## src/rtl/gate_stim_seq_pkg.sv

```systemverilog
// rtl/gate_stim_seq_pkg.sv - shared types, sizes and truth-table helper for the gate stimulus sequencer
package gate_stim_pkg;

  typedef enum logic [1:0] {
    IDLE = 2'd0,
    RUN  = 2'd1,
    DONE = 2'd2
  } state_e;

  localparam int NUM_VECTORS = 4;
  localparam int RES_W       = 3;

  // Result bus layout of the gate stage: [2]=a&b, [1]=a|b, [0]=~a
  function automatic logic [RES_W-1:0] gate_expect(input logic a, input logic b);
    return {a & b, a | b, ~a};
  endfunction

endpackage

```

## src/rtl/gate_stim_seq_if.sv

```systemverilog
// rtl/gate_stim_seq_if.sv - control/status and gate-stage bus of the sequencer
// GATE_STIM_LOOP_EN adds the stop request used by the looping variant.
interface gate_stim_seq_if;
  import gate_stim_pkg::*;

  logic                   start;
  logic [RES_W-1:0]       y_in;
  logic                   a;
  logic                   b;
  logic                   busy;
  logic                   done;
  logic                   pass;
  logic [2:0]             err_count;
  logic [NUM_VECTORS-1:0] err_mask;
`ifdef GATE_STIM_LOOP_EN
  logic                   stop;

  modport master (input start, y_in, stop,
                  output a, b, busy, done, pass, err_count, err_mask);
  modport slave  (output start, y_in, stop,
                  input a, b, busy, done, pass, err_count, err_mask);
`else
  modport master (input start, y_in,
                  output a, b, busy, done, pass, err_count, err_mask);
  modport slave  (output start, y_in,
                  input a, b, busy, done, pass, err_count, err_mask);
`endif

endinterface

```

## src/rtl/gate_stim_seq_hold_timer.sv

```systemverilog
// rtl/gate_stim_seq_hold_timer.sv - per-vector hold window counter; last marks the sampling edge
module gate_hold_timer #(
  parameter int HOLD_CYCLES = 50,
  parameter int CNT_W       = 16
) (
  input  logic clk,
  input  logic rst,
  input  logic clear,
  input  logic enable,
  output logic last
);

  localparam logic [CNT_W-1:0] LAST_CNT = CNT_W'(HOLD_CYCLES - 1);

  logic [CNT_W-1:0] cnt_q, cnt_d;

  assign last = (cnt_q == LAST_CNT);

  always_comb begin
    cnt_d = cnt_q;
    if (clear) begin
      cnt_d = '0;
    end else if (enable) begin
      cnt_d = last ? '0 : cnt_q + CNT_W'(1);
    end
  end

  always_ff @(posedge clk or posedge rst) begin
    if (rst) cnt_q <= '0;
    else     cnt_q <= cnt_d;
  end

endmodule

```

## src/rtl/gate_stim_seq.sv

```systemverilog
// rtl/gate_stim_seq.sv - drives {a,b} through 00..11, checks gate results at end of each hold window
// GATE_STIM_LOOP_EN: repeat passes until stop is seen, accumulating errors.
module gate_stim_seq
  import gate_stim_pkg::*;
#(
  parameter int HOLD_CYCLES = 50,
  parameter int CNT_W       = 16
) (
  input  logic            clk,
  input  logic            rst,
  gate_stim_seq_if.master bus
);

  state_e                 state_q, state_d;
  logic [1:0]             vec_q, vec_d;
  logic                   a_q, a_d, b_q, b_d;
  logic                   busy_q, busy_d, done_q, done_d, pass_q, pass_d;
  logic [2:0]             err_count_q, err_count_d;
  logic [NUM_VECTORS-1:0] err_mask_q, err_mask_d;
  logic                   last;
  logic                   mismatch;
  logic                   finish;
`ifdef GATE_STIM_LOOP_EN
  logic                   stop_seen_q, stop_seen_d;
`endif

  gate_hold_timer #(
    .HOLD_CYCLES (HOLD_CYCLES),
    .CNT_W       (CNT_W)
  ) u_timer (
    .clk    (clk),
    .rst    (rst),
    .clear  (state_q != RUN),
    .enable (state_q == RUN),
    .last   (last)
  );

  // Case-inequality so an X/Z result from the gate stage is a failure
  assign mismatch = (bus.y_in !== gate_expect(a_q, b_q));

  always_comb begin
    state_d     = state_q;
    vec_d       = vec_q;
    a_d         = a_q;
    b_d         = b_q;
    busy_d      = busy_q;
    done_d      = done_q;
    pass_d      = pass_q;
    err_count_d = err_count_q;
    err_mask_d  = err_mask_q;
    finish      = 1'b0;
`ifdef GATE_STIM_LOOP_EN
    stop_seen_d = stop_seen_q;
`endif
    case (state_q)
      IDLE, DONE: begin
        if (bus.start) begin
          state_d     = RUN;
          busy_d      = 1'b1;
          done_d      = 1'b0;
          pass_d      = 1'b0;
          err_count_d = '0;
          err_mask_d  = '0;
          vec_d       = '0;
          a_d         = 1'b0;
          b_d         = 1'b0;
`ifdef GATE_STIM_LOOP_EN
          stop_seen_d = 1'b0;
`endif
        end
      end
      RUN: begin
`ifdef GATE_STIM_LOOP_EN
        if (bus.stop) stop_seen_d = 1'b1;
`endif
        if (last) begin
          if (mismatch) begin
            err_mask_d[vec_q] = 1'b1;
            err_count_d       = (err_count_q == 3'd7) ? 3'd7 : err_count_q + 3'd1;
          end
          if (vec_q != 2'd3) begin
            vec_d      = vec_q + 2'd1;
            {a_d, b_d} = vec_q + 2'd1;
          end else begin
`ifdef GATE_STIM_LOOP_EN
            if (stop_seen_q || bus.stop) begin
              finish = 1'b1;
            end else begin
              vec_d      = '0;
              {a_d, b_d} = 2'b00;
            end
`else
            finish = 1'b1;
`endif
          end
          if (finish) begin
            state_d = DONE;
            busy_d  = 1'b0;
            done_d  = 1'b1;
            a_d     = 1'b0;
            b_d     = 1'b0;
            pass_d  = (err_count_d == 3'd0);
          end
        end
      end
      default: state_d = IDLE;
    endcase
  end

  always_ff @(posedge clk or posedge rst) begin
    if (rst) begin
      state_q     <= IDLE;
      vec_q       <= '0;
      a_q         <= 1'b0;
      b_q         <= 1'b0;
      busy_q      <= 1'b0;
      done_q      <= 1'b0;
      pass_q      <= 1'b0;
      err_count_q <= '0;
      err_mask_q  <= '0;
    end else begin
      state_q     <= state_d;
      vec_q       <= vec_d;
      a_q         <= a_d;
      b_q         <= b_d;
      busy_q      <= busy_d;
      done_q      <= done_d;
      pass_q      <= pass_d;
      err_count_q <= err_count_d;
      err_mask_q  <= err_mask_d;
    end
  end

`ifdef GATE_STIM_LOOP_EN
  always_ff @(posedge clk or posedge rst) begin
    if (rst) stop_seen_q <= 1'b0;
    else     stop_seen_q <= stop_seen_d;
  end
`endif

  assign bus.a         = a_q;
  assign bus.b         = b_q;
  assign bus.busy      = busy_q;
  assign bus.done      = done_q;
  assign bus.pass      = pass_q;
  assign bus.err_count = err_count_q;
  assign bus.err_mask  = err_mask_q;

endmodule

```

## src/flat_wrapper.sv

```systemverilog
// flat-port wrapper written by rule: the top's interface ports become plain ports
module gate_stim_seq_flat import gate_stim_pkg::*;
#(
  parameter int HOLD_CYCLES = 50,
  parameter int CNT_W       = 16
)
  (clk, rst, bus_start, bus_y_in, bus_a, bus_b, bus_busy, bus_done, bus_pass, bus_err_count, bus_err_mask);
  gate_stim_seq_if bus_i ();
  input  logic clk;
  input  logic rst;
  input wire logic [$bits(bus_i.start)-1:0] bus_start;
  input wire logic [$bits(bus_i.y_in)-1:0] bus_y_in;
  output wire logic [$bits(bus_i.a)-1:0] bus_a;
  output wire logic [$bits(bus_i.b)-1:0] bus_b;
  output wire logic [$bits(bus_i.busy)-1:0] bus_busy;
  output wire logic [$bits(bus_i.done)-1:0] bus_done;
  output wire logic [$bits(bus_i.pass)-1:0] bus_pass;
  output wire logic [$bits(bus_i.err_count)-1:0] bus_err_count;
  output wire logic [$bits(bus_i.err_mask)-1:0] bus_err_mask;
  assign bus_i.start = bus_start;
  assign bus_i.y_in = bus_y_in;
  assign bus_a = bus_i.a;
  assign bus_b = bus_i.b;
  assign bus_busy = bus_i.busy;
  assign bus_done = bus_i.done;
  assign bus_pass = bus_i.pass;
  assign bus_err_count = bus_i.err_count;
  assign bus_err_mask = bus_i.err_mask;
  gate_stim_seq #(.HOLD_CYCLES(HOLD_CYCLES), .CNT_W(CNT_W)) u_core (.clk(clk), .rst(rst), .bus(bus_i));
endmodule
```

## config.mk

```make
export PLATFORM = sky130hd
export DESIGN_NAME = gate_stim_seq_flat
export DESIGN_NICKNAME = d
export VERILOG_FILES = /design/src/rtl/gate_stim_seq_pkg.sv /design/src/rtl/gate_stim_seq_if.sv /design/src/rtl/gate_stim_seq_hold_timer.sv /design/src/rtl/gate_stim_seq.sv /design/src/flat_wrapper.sv
export SDC_FILE = /design/constraint.sdc
export NUM_CORES = 1
export LEC_CHECK = 0
export ABC_AREA = 1
export ABC_CLOCK_PERIOD_IN_PS = 1300
export CORE_MARGIN = 5
export CORE_UTILIZATION = 50
export CTS_CLUSTER_DIAMETER = 120
export DETAILED_ROUTE_END_ITERATION = 6
export MAX_ROUTING_LAYER = met4
export PLACE_DENSITY = 0.74
export SLEW_MARGIN = 20
export SYNTH_ARGS = -nofsm -noshare
export SYNTH_HDL_FRONTEND = slang
export SYNTH_SLANG_ARGS = --single-unit
```

## constraint.sdc

```tcl
create_clock -name clk -period 1.3 [get_ports clk]
set_input_delay 0.195 -clock clk [delete_from_list [all_inputs] [get_ports clk]]
set_output_delay 0.195 -clock clk [all_outputs]
set_load 0.05 [all_outputs]
```

Word-level counts from Yosys, hierarchy flattened

Cells that the tools add are included.

Bits of input ports: 6
Register bits after elaboration: 32
Output and inout bits: 12

Bitwise logic cells: 4
$add $sub $neg: 3
Reduce and logical (&&, ||, !) cells: 12
$lt $le $gt $ge: 2
Muxes and demuxes: 46
Eq/ne operators: 13

Operators with widths:

| kind                    | count |
|---|---|
| $mux W16                | 3 |
| $mux W1                 | 18 |
| $mux W3                 | 6 |
| $add A16 B1 Y16 const B | 1 |
| $eq A16 B6 Y1 const B   | 1 |
| $reduce_and A4 Y1       | 4 |
| $mux W2                 | 6 |
| $mux W4                 | 3 |
| $ne A2 B1 Y1 const B    | 5 |
| $pmux W1 S2             | 5 |
| $pmux W2 S2             | 2 |
| $pmux W4 S2             | 1 |
| $pmux W3 S2             | 1 |
| $reduce_and A3 Y1       | 2 |
| $ne A2 B2 Y1 const B    | 2 |
| $or A4 B4 Y4            | 1 |
| $reduce_bool A2 Y1      | 2 |
| $add A3 B1 Y3 const B   | 1 |
| $eq A3 B3 Y1 const B    | 1 |
| $logic_not A3 Y1        | 1 |
| $lt A2 B3 Y1 const B    | 1 |
| $ne A3 B1 Y1 const B    | 1 |
| $nex A3 B3 Y1           | 1 |
| $add A2 B1 Y2 const B   | 1 |
| other kinds (10)        | 10 |

Depth between registers and ports, before layout

Gate-level depths: netlist of run 1.

Depth after elaboration: 9
Mapped depth: 10

Modules after synthesis

From an unflattened synthesis of run 1, not the netlist that was laid out.

Cells, all modules: 278
Area, all modules: 2,015.7 um2

By module, submodules not included:

| module          | area an instance (um2) | cells each | seq. area each (um2) | instances |
|---|---|---|---|---|
| gate_hold_timer | 1,094.8                | 163        | 400.4                | 1 |
| gate_stim_seq   | 920.9                  | 115        | 400.4                | 1 |

Worst setup path after synthesis of run 1

OpenSTA, ideal clock, no wires.

Path type: reg2reg
Start: register u_core.b_q (netlist: u_core.bus.b)
End: register u_core.err_mask_q[1] (netlist: u_core.bus.err_mask[1])
Slack: -0.274 ns
Setup time: 0.074 ns
Buffers on the path: 0
Arrival time: 1.500 ns
Clock period less this slack: 1.574 ns
Cell stages (with the launch flop): 9
Required time: 1.226 ns
Cell sequence: dfrtp_1 inv_1 nand2_1 nand2_1 nand2_1 nand3_1 o21ai_4 nand2_1 o21ai_2

Word-level cells in the longest chain between the ends: 4
Elaborated cells on any way between the ends: 5
Those cells by class: eq/ne (2); bitwise (2); reduce/logical (1)

RTL lines:

| what                                          | RTL line                | RTL |
|---|---|---|
| start: declaration                            | gate_stim_seq.sv:16     | `logic a_q, a_d, b_q, b_d;` |
| start signal: assignment                      | gate_stim_seq.sv:115    | `b_q <= 1'b0;` |
| start signal: assignment                      | gate_stim_seq.sv:125    | `b_q <= b_d;` |
| $or A1 B1 Y1 or $and A1 B1 Y1 (tied branches) | gate_stim_seq_pkg.sv:15 | `return {a & b, a \| b, ~a};` |
| $nex A3 B3 Y1 *                               | gate_stim_seq.sv:39     | `assign mismatch = (bus.y_in !== gate_expect(a_q, b_q));` |
| $ne A2 B1 Y1 (no source line) *               | n/a                     |  |
| $reduce_and A4 Y1 (no source line) *          | n/a                     |  |
| end signal: assignment                        | gate_stim_seq.sv:130    | `err_mask_q <= err_mask_d;` |
| end: declaration                              | gate_stim_seq.sv:19     | `logic [NUM_VECTORS-1:0] err_mask_q, err_mask_d;` |

Every way passes the cells marked *; elsewhere a longest branch is shown, timed or not.
A chain may end at the register's enable or synchronous reset.

Worst setup path in the final report of run 1

Start: register u_core.u_timer.cnt_q[0]
End: register u_core.u_timer.cnt_q[14]

Word-level cells in the longest chain between the ends: 4
Elaborated cells on any way between the ends: 5
Those cells by class: add/sub (1); eq/ne (1); mux (3)

RTL lines:

| what                                             | RTL line                                                       | RTL |
|---|---|---|
| start: declaration                               | gate_stim_seq_hold_timer.sv:15                                 | `logic [CNT_W-1:0] cnt_q, cnt_d;` |
| start signal: assignment                         | gate_stim_seq_hold_timer.sv:30                                 | `else cnt_q <= cnt_d;` |
| $add A16 B1 Y16 or $eq A16 B6 Y1 (tied branches) | gate_stim_seq_hold_timer.sv:24, gate_stim_seq_hold_timer.sv:17 |  |
| $mux W16 *                                       | gate_stim_seq_hold_timer.sv:24                                 | `cnt_d = last ? '0 : cnt_q + CNT_W'(1);` |
| $mux W16 *                                       | gate_stim_seq_hold_timer.sv:23                                 | `end else if (enable) begin` |
| $mux W16 *                                       | gate_stim_seq_hold_timer.sv:21                                 | `if (clear) begin` |
| net u_core.u_timer.cnt_d[14]                     | gate_stim_seq_hold_timer.sv:15                                 |  |

Mark *: on every way through the listed nets, which the timed path passes. The rest lies on a longest branch. The select of a mux whose other input is x is not followed.

==> qor.txt, run 1 <==
routed via count -> 1644
global-route wire length before repair -> 7.120 mm
cell count after synthesis -> 221
count of pins over their slew limit -> 0
Psw -> 2.142 mW
Final min period -> 1.464 ns
post-route setup slack -> -0.1637 ns
most frequent cells in the layout -> nand2_1 (52), buf_4 (32), dfrtp_1 (27)
total gr overflow -> 0
Port Buffer Count -> 17
top cell type's share of synthesized area -> 45.04%
number of CTS-inserted buffers -> 5
Worst Max-Slew Pin Slew -> 0.2482 ns
DRT iter0 DRCs -> 90
Yosys top cell by area -> dfrtp_1
syn avg cell area -> 8.045 um2
startpoint types -> flop
share of the yosys chip area belonging to registers -> 45.04%
clk sink count -> 32
Worst EP arrival -> 1.71 ns
die width -> 69.63 um
worst-skew pair later-pin latency -> 0.35 ns
Power Density -> 1866 nW/um2
Post-CTS Hold Fix Bufs -> 0
largest net degree at the start of global routing -> 33
I/O pin cnt -> 18
worst vdd ir -> 0.0009436 V
RD Place Congestion -> 0.8839
leading cell type in the layout, fill and taps excluded -> nand2_1
Setup Viol. Count Final -> 28
Yosys warnings -> 0
FF+latch count, synth -> 32
CTS tree -> built
Clock Power Share -> 12.1%
Initial Util -> 52.45%
Net Sw Frac -> 43.33%
CORE AREA -> 3390 um2
Synth-to-Final Area Change -> 49.05%
final hold viol count -> 0
mean routed wirelength per cell -> 12.45 um
WS Path Type -> flop to flop
Synth area leaders -> dfrtp_1 (45%), nand2_1 (12%), nor2_1 (5.7%), inv_1 (5.5%), ha_1 (4.9%)
Synth Net Count -> 234
row count -> 21
GRT Util Overall -> 18.56%
HPWL Detailed -> 2.965 mm
initial antenna violation count -> 0
Final Cycle Share -> 112.6%
worst-case clock buffer depth -> 2
Core Util, Final -> 78.18%
Worst setup EP type -> flop
drt total wl -> 4.107 mm
detailed-route vias per instance -> 4.982
die footprint -> 4848 um2
share of layout cells above drive strength 1 -> 39.44%
worst min path class -> primary input to async pin
diode count -> 0
vias in the first global route -> 1664
leakage -> 1.296 nW
RSZ-0062 raised after global routing -> yes
cell area after layout -> 2650 um2
dpl cell area -> 2417 um2
WP data required -> 1.55 ns
CP max FO -> 3
Final Skew -> 0.005466 ns
outcome -> complete, but fails checks
drt pass-1 iters -> 4
H-tree Lvls -> 2
Die Ht -> 69.63 um
Seq pwr share -> 32.4%
CTS clk-pin slew, worst paths -> 0.11 ns
Internal -> 2.802 mW
worst r2r path cells -> 8
mapped cell area -> 1778 um2
failing checks -> setup timing
Rel. slew slack -> 83.32%
number of routed nets with antenna violations -> 0
Fmax achieved -> 683.2 MHz
final net count -> 296
CTS Root Cell -> clkbuf_4
Distinct cells, synth -> 30
MaxCap Viol Count -> 0
Comb power frac -> 55.5%
final routed DRC violation total -> 0
-- power groups by stage --
stage / clock [mW] / combinational (mW) / sequential (mW)
CTS: 0.613 / 2.64 / 1.59
detailed placement: 0 / 2.46 / 1.62
global route: 0.652 / 2.98 / 1.65
global placement: 0 / 2.40 / 1.60
finish: 0.599 / 2.75 / 1.60
floorplan: 0 / 0.940 / 1.99
-- timing repair --
| action | CTS | global route |
|---|---|---|
| buffers inserted | 2 | 4 |
| gates resized for setup | 16 | 16 |
| endpoints found under the setup margin | 28 | 33 |
| endpoints found under the hold margin | 0 | 0 |
| pin swaps | 2 | 1 |
-- layout make-up --
type | instances | area, um2
well taps | 46 | 57.56
flip-flops and latches | 32 | 807.0
clock inverters | 3 | 23.77
fillers | 220 | 739.5
repair buffers | 55 | 606.8
inverters | 28 | 105.1
multi-input cells | 161 | 1012
clock buffers | 5 | 37.54
-- cells by family after synthesis --
group / count (synthesis) / synth area share [%]
AO/OA/AOI/OAI: 21 / 7.249
XOR/XNOR: 7 / 3.448
adder cells (fa/ha/maj): 7 / 4.926
buffers and inverters: 28 / 5.911
flip-flops: 32 / 45.04
AND/OR/NAND/NOR: 126 / 33.43
-- layer usage --
layer / track usage, % / vias to the layer above / wire length [um]
met5: - / - / 0
met4: 8.085 / 0 / 93
met3: 5.217 / 10 / 167
met2: 30.19 / 31 / 2018
met1: 21.39 / 776 / 1827
li1: - / 827 / -
-- Yosys cell counts (all sizes together) --
library cell	instances
o211ai	1
nor2	33
o21a	1
nand4	1
dfrtp	32
o21bai	1
nand2	60
and2	1
or2	5
nor3	7
a21oi	5
a31oi	1
o21ai	12
nand3b	1
nor3b	2
xor2	6
nand3	16
xnor2	1
ha	7
inv	28
-- worst max-delay path, cell delays in order, from the launching register on --
cell and delay, ns:
dfrtp_1 0.40, buf_4 0.15, ha_4 0.14, nand3_4 0.10, nor2_4 0.13, nand3_2 0.11, nor2_4 0.14, a21oi_1 0.07
and2_1 0.13
-- state kept, by name, summed over array words and instances (netlist names) --
signal,count
u_core.u_timer.cnt_q,16
u_core.bus.err_mask,4
u_core.bus.err_count,3
u_core.state_q,2
u_core.vec_q,2
u_core.bus.a,1
u_core.bus.b,1
u_core.bus.busy,1
u_core.bus.done,1
u_core.bus.pass,1
-- metrics by stage --
step	setup slack (ns)	cells	total power, mW	TNS, ns	hold slack, ns
final	-0.1637	330	4.944	-2.729	0.1680
after CTS	-0.1505	326	4.842	-2.116	0.1729
after global routing	-0.2802	330	5.278	-5.840	0.2101
after floorplan	-0.04440	221	2.931	-0.1944	0.3109
after global placement	-0.2511	316	3.999	-3.603	0.5181
after detailed placement	-0.3013	316	4.076	-4.218	0.5212
-- final timing paths --
kind,start,to,slack [ns]
min in group clk,u_core.bus.busy,u_core.bus.busy,0.55
min,rst,u_core.u_timer.cnt_q[0],0.17
max reg2reg,u_core.u_timer.cnt_q[0],u_core.u_timer.cnt_q[14],-0.16
min reg2reg,u_core.bus.busy,u_core.bus.busy,0.55
max,u_core.u_timer.cnt_q[0],u_core.u_timer.cnt_q[14],-0.16
max in group asynchronous,rst,u_core.bus.err_count[0],0.95
Power figures use the tool's default switching activity.
==> inputs of run 2 (changes only) <==
Settings changed: TNS_END_PERCENT from default to 5.
==> qor.txt, run 2 (synthesis results as in run 1) <==
delay-heaviest family, CP -> simple AND/OR/NAND/NOR gates
WS Path Type -> flop to flop
Synth-to-Final Area Change -> 42.51%
Setup Viol. Count Final -> 27
Fmax achieved -> 684.2 MHz
CTS Root Cell -> clkbuf_4
Worst Max-Slew Pin Slew -> 0.2646 ns
mean routed wirelength per cell -> 12.10 um
final net count -> 291
Final min period -> 1.462 ns
WP data required -> 1.52 ns
startpoint types -> flop
Core Util, Final -> 74.75%
H-tree Lvls -> 2
Post-CTS Hold Fix Bufs -> 0
diode count -> 0
CTS tree -> built
row count -> 21
CORE AREA -> 3390 um2
Register Area -> 805.8 um2
Inst Count DP -> 316
CP max stage cell -> dfrtp_1
number of routed nets with antenna violations -> 0
Worst setup EP type -> flop
most frequent cells in the layout -> nand2_1 (54), buf_4 (32), dfrtp_1 (28)
area of the multi-input gates -> 945.9 um2
worst min path class -> primary input to async pin
max reg flops -> 16
Final Cycle Share -> 112.4%
Port Buffer Count -> 17
worst-skew pair later-pin latency -> 0.33 ns
RD Place Congestion -> 0.9526
leading cell type in the layout, fill and taps excluded -> nand2_1
drt total wl -> 3.931 mm
Final Skew -> 0.009406 ns
worst-case clock buffer depth -> 2
vias in the first global route -> 1558
r2r setup slk -> -0.16 ns
count of pins over their slew limit -> 0
drt pass-1 iters -> 4
Reg-to-Reg End -> u_core.u_timer.cnt_q[14]
DRT iter0 DRCs -> 54
CTS clk-pin slew, worst paths -> 0.10 ns
failing checks -> setup timing
Initial Util -> 52.45%
Rel. slew slack -> 82.22%
share of layout cells above drive strength 1 -> 33.69%
number of CTS-inserted buffers -> 5
initial antenna violation count -> 0
Power Density -> 1884 nW/um2
final routed DRC violation total -> 0
worst stage delay on the critical path -> 0.41 ns
detailed-route vias per instance -> 4.803
MaxCap Viol Count -> 0
final hold viol count -> 0
die footprint -> 4848 um2
register with the highest flop count -> u_core.u_timer.cnt_q
routed via count -> 1561
R2R Path Start -> u_core.u_timer.cnt_q[0]
final hold slack -> 0.1905 ns
Overall Power -> 4.773 mW
RSZ-0062 raised after global routing -> yes
total gr overflow -> 0
HPWL Detailed -> 2.960 mm
Critical Path Stages -> 7
Buffers & Inverters on Critical Path -> 0
leakage -> 1.259 nW
die width -> 69.63 um
CP Capture Point -> u_core.u_timer.cnt_q[14]
global-route wire length before repair -> 6.927 mm
I/O pin cnt -> 18
layout filler cell count -> 224
clk sink count -> 32
post-route setup slack -> -0.1616 ns
outcome -> complete, but fails checks
GRT Util Overall -> 18.31%
worst vdd ir -> 0.001165 V
final cell count without fillers -> 325
worst r2r path cells -> 7
Die Ht -> 69.63 um
Worst EP arrival -> 1.68 ns
CP Launch Point -> u_core.u_timer.cnt_q[0]
largest net degree at the start of global routing -> 33
CP max FO -> 4
crit-path cells -> ha_2 -> nand3_2 -> nor2_2 -> nand3_2 -> nor2_2 -> a21oi_1 -> and2_1
==> run 2: layout make-up <==
type | count | share of cell area [%]
multi-input combinational | 161 | 37.33
sequential | 32 | 31.80
timing repair buffer | 50 | 21.73
inverter | 28 | 4.148
clock buffer | 8 | 2.716
tap | 46 | 2.272
==> run 2: power breakdown <==
| group | internal (mW) | switching (mW) | leakage, nW |
|---|---|---|---|
| sequential | 1.28 | 0.323 | 0.403 |
| clock | 0.318 | 0.328 | 0.0386 |
| combinational | 1.19 | 1.33 | 0.817 |
==> run 2: worst register-to-register path, cell delays in order (launching register included) <==
cell     delay (ns)
dfrtp_1        0.41
ha_2           0.23
nand3_2        0.10
nor2_2         0.16
nand3_2        0.11
nor2_2         0.14
a21oi_1        0.08
and2_1         0.14
==> run 2: worst min path at each step <==
stage / to / slack (ns) / cells after the start
global route: u_core.u_timer.cnt_q[4] / 0.20 / 3
CTS: u_core.u_timer.cnt_q[6] / 0.19 / 3
floorplan: u_core.bus.busy / 0.31 / 1
global placement: u_core.bus.busy / 0.52 / 2
finish: u_core.bus.err_mask[2] / 0.19 / 3
detailed placement: u_core.bus.busy / 0.52 / 2
==> run 2: routing by layer <==
| metal | part of all wire [%] | wire [um] | vias to the layer above | GRT usage (%) |
|---|---|---|---|---|
| met5 | 0 | 0 | - | - |
| met3 | 4.3 | 170 | 6 | 5.797 |
| li1 | - | - | 812 | - |
| met1 | 46 | 1826 | 716 | 21.32 |
| met2 | 48 | 1878 | 27 | 30.51 |
| met4 | 1.4 | 55 | 0 | 5.106 |
==> run 2: repair_timing <==
| item | 4_1_cts | 5_1_grt |
|---|---|---|
| resized for setup | 8 | 5 |
| hold endpoints to repair | 0 | 0 |
| pin swaps | 1 | 0 |
| setup endpoints to repair | 26 | 30 |
| buffers inserted | 1 | 0 |
==> run 2: per-stage QoR <==
step / setup WS [ns] / area (um2) / setup TNS, ns
floorplan: -0.04452 / 1809 / -0.1993
global route: -0.2760 / 2534 / -5.749
CTS: -0.1257 / 2516 / -2.047
finish: -0.1616 / 2534 / -2.490
detailed placement: -0.2848 / 2410 / -3.751
global placement: -0.2442 / 2410 / -2.975
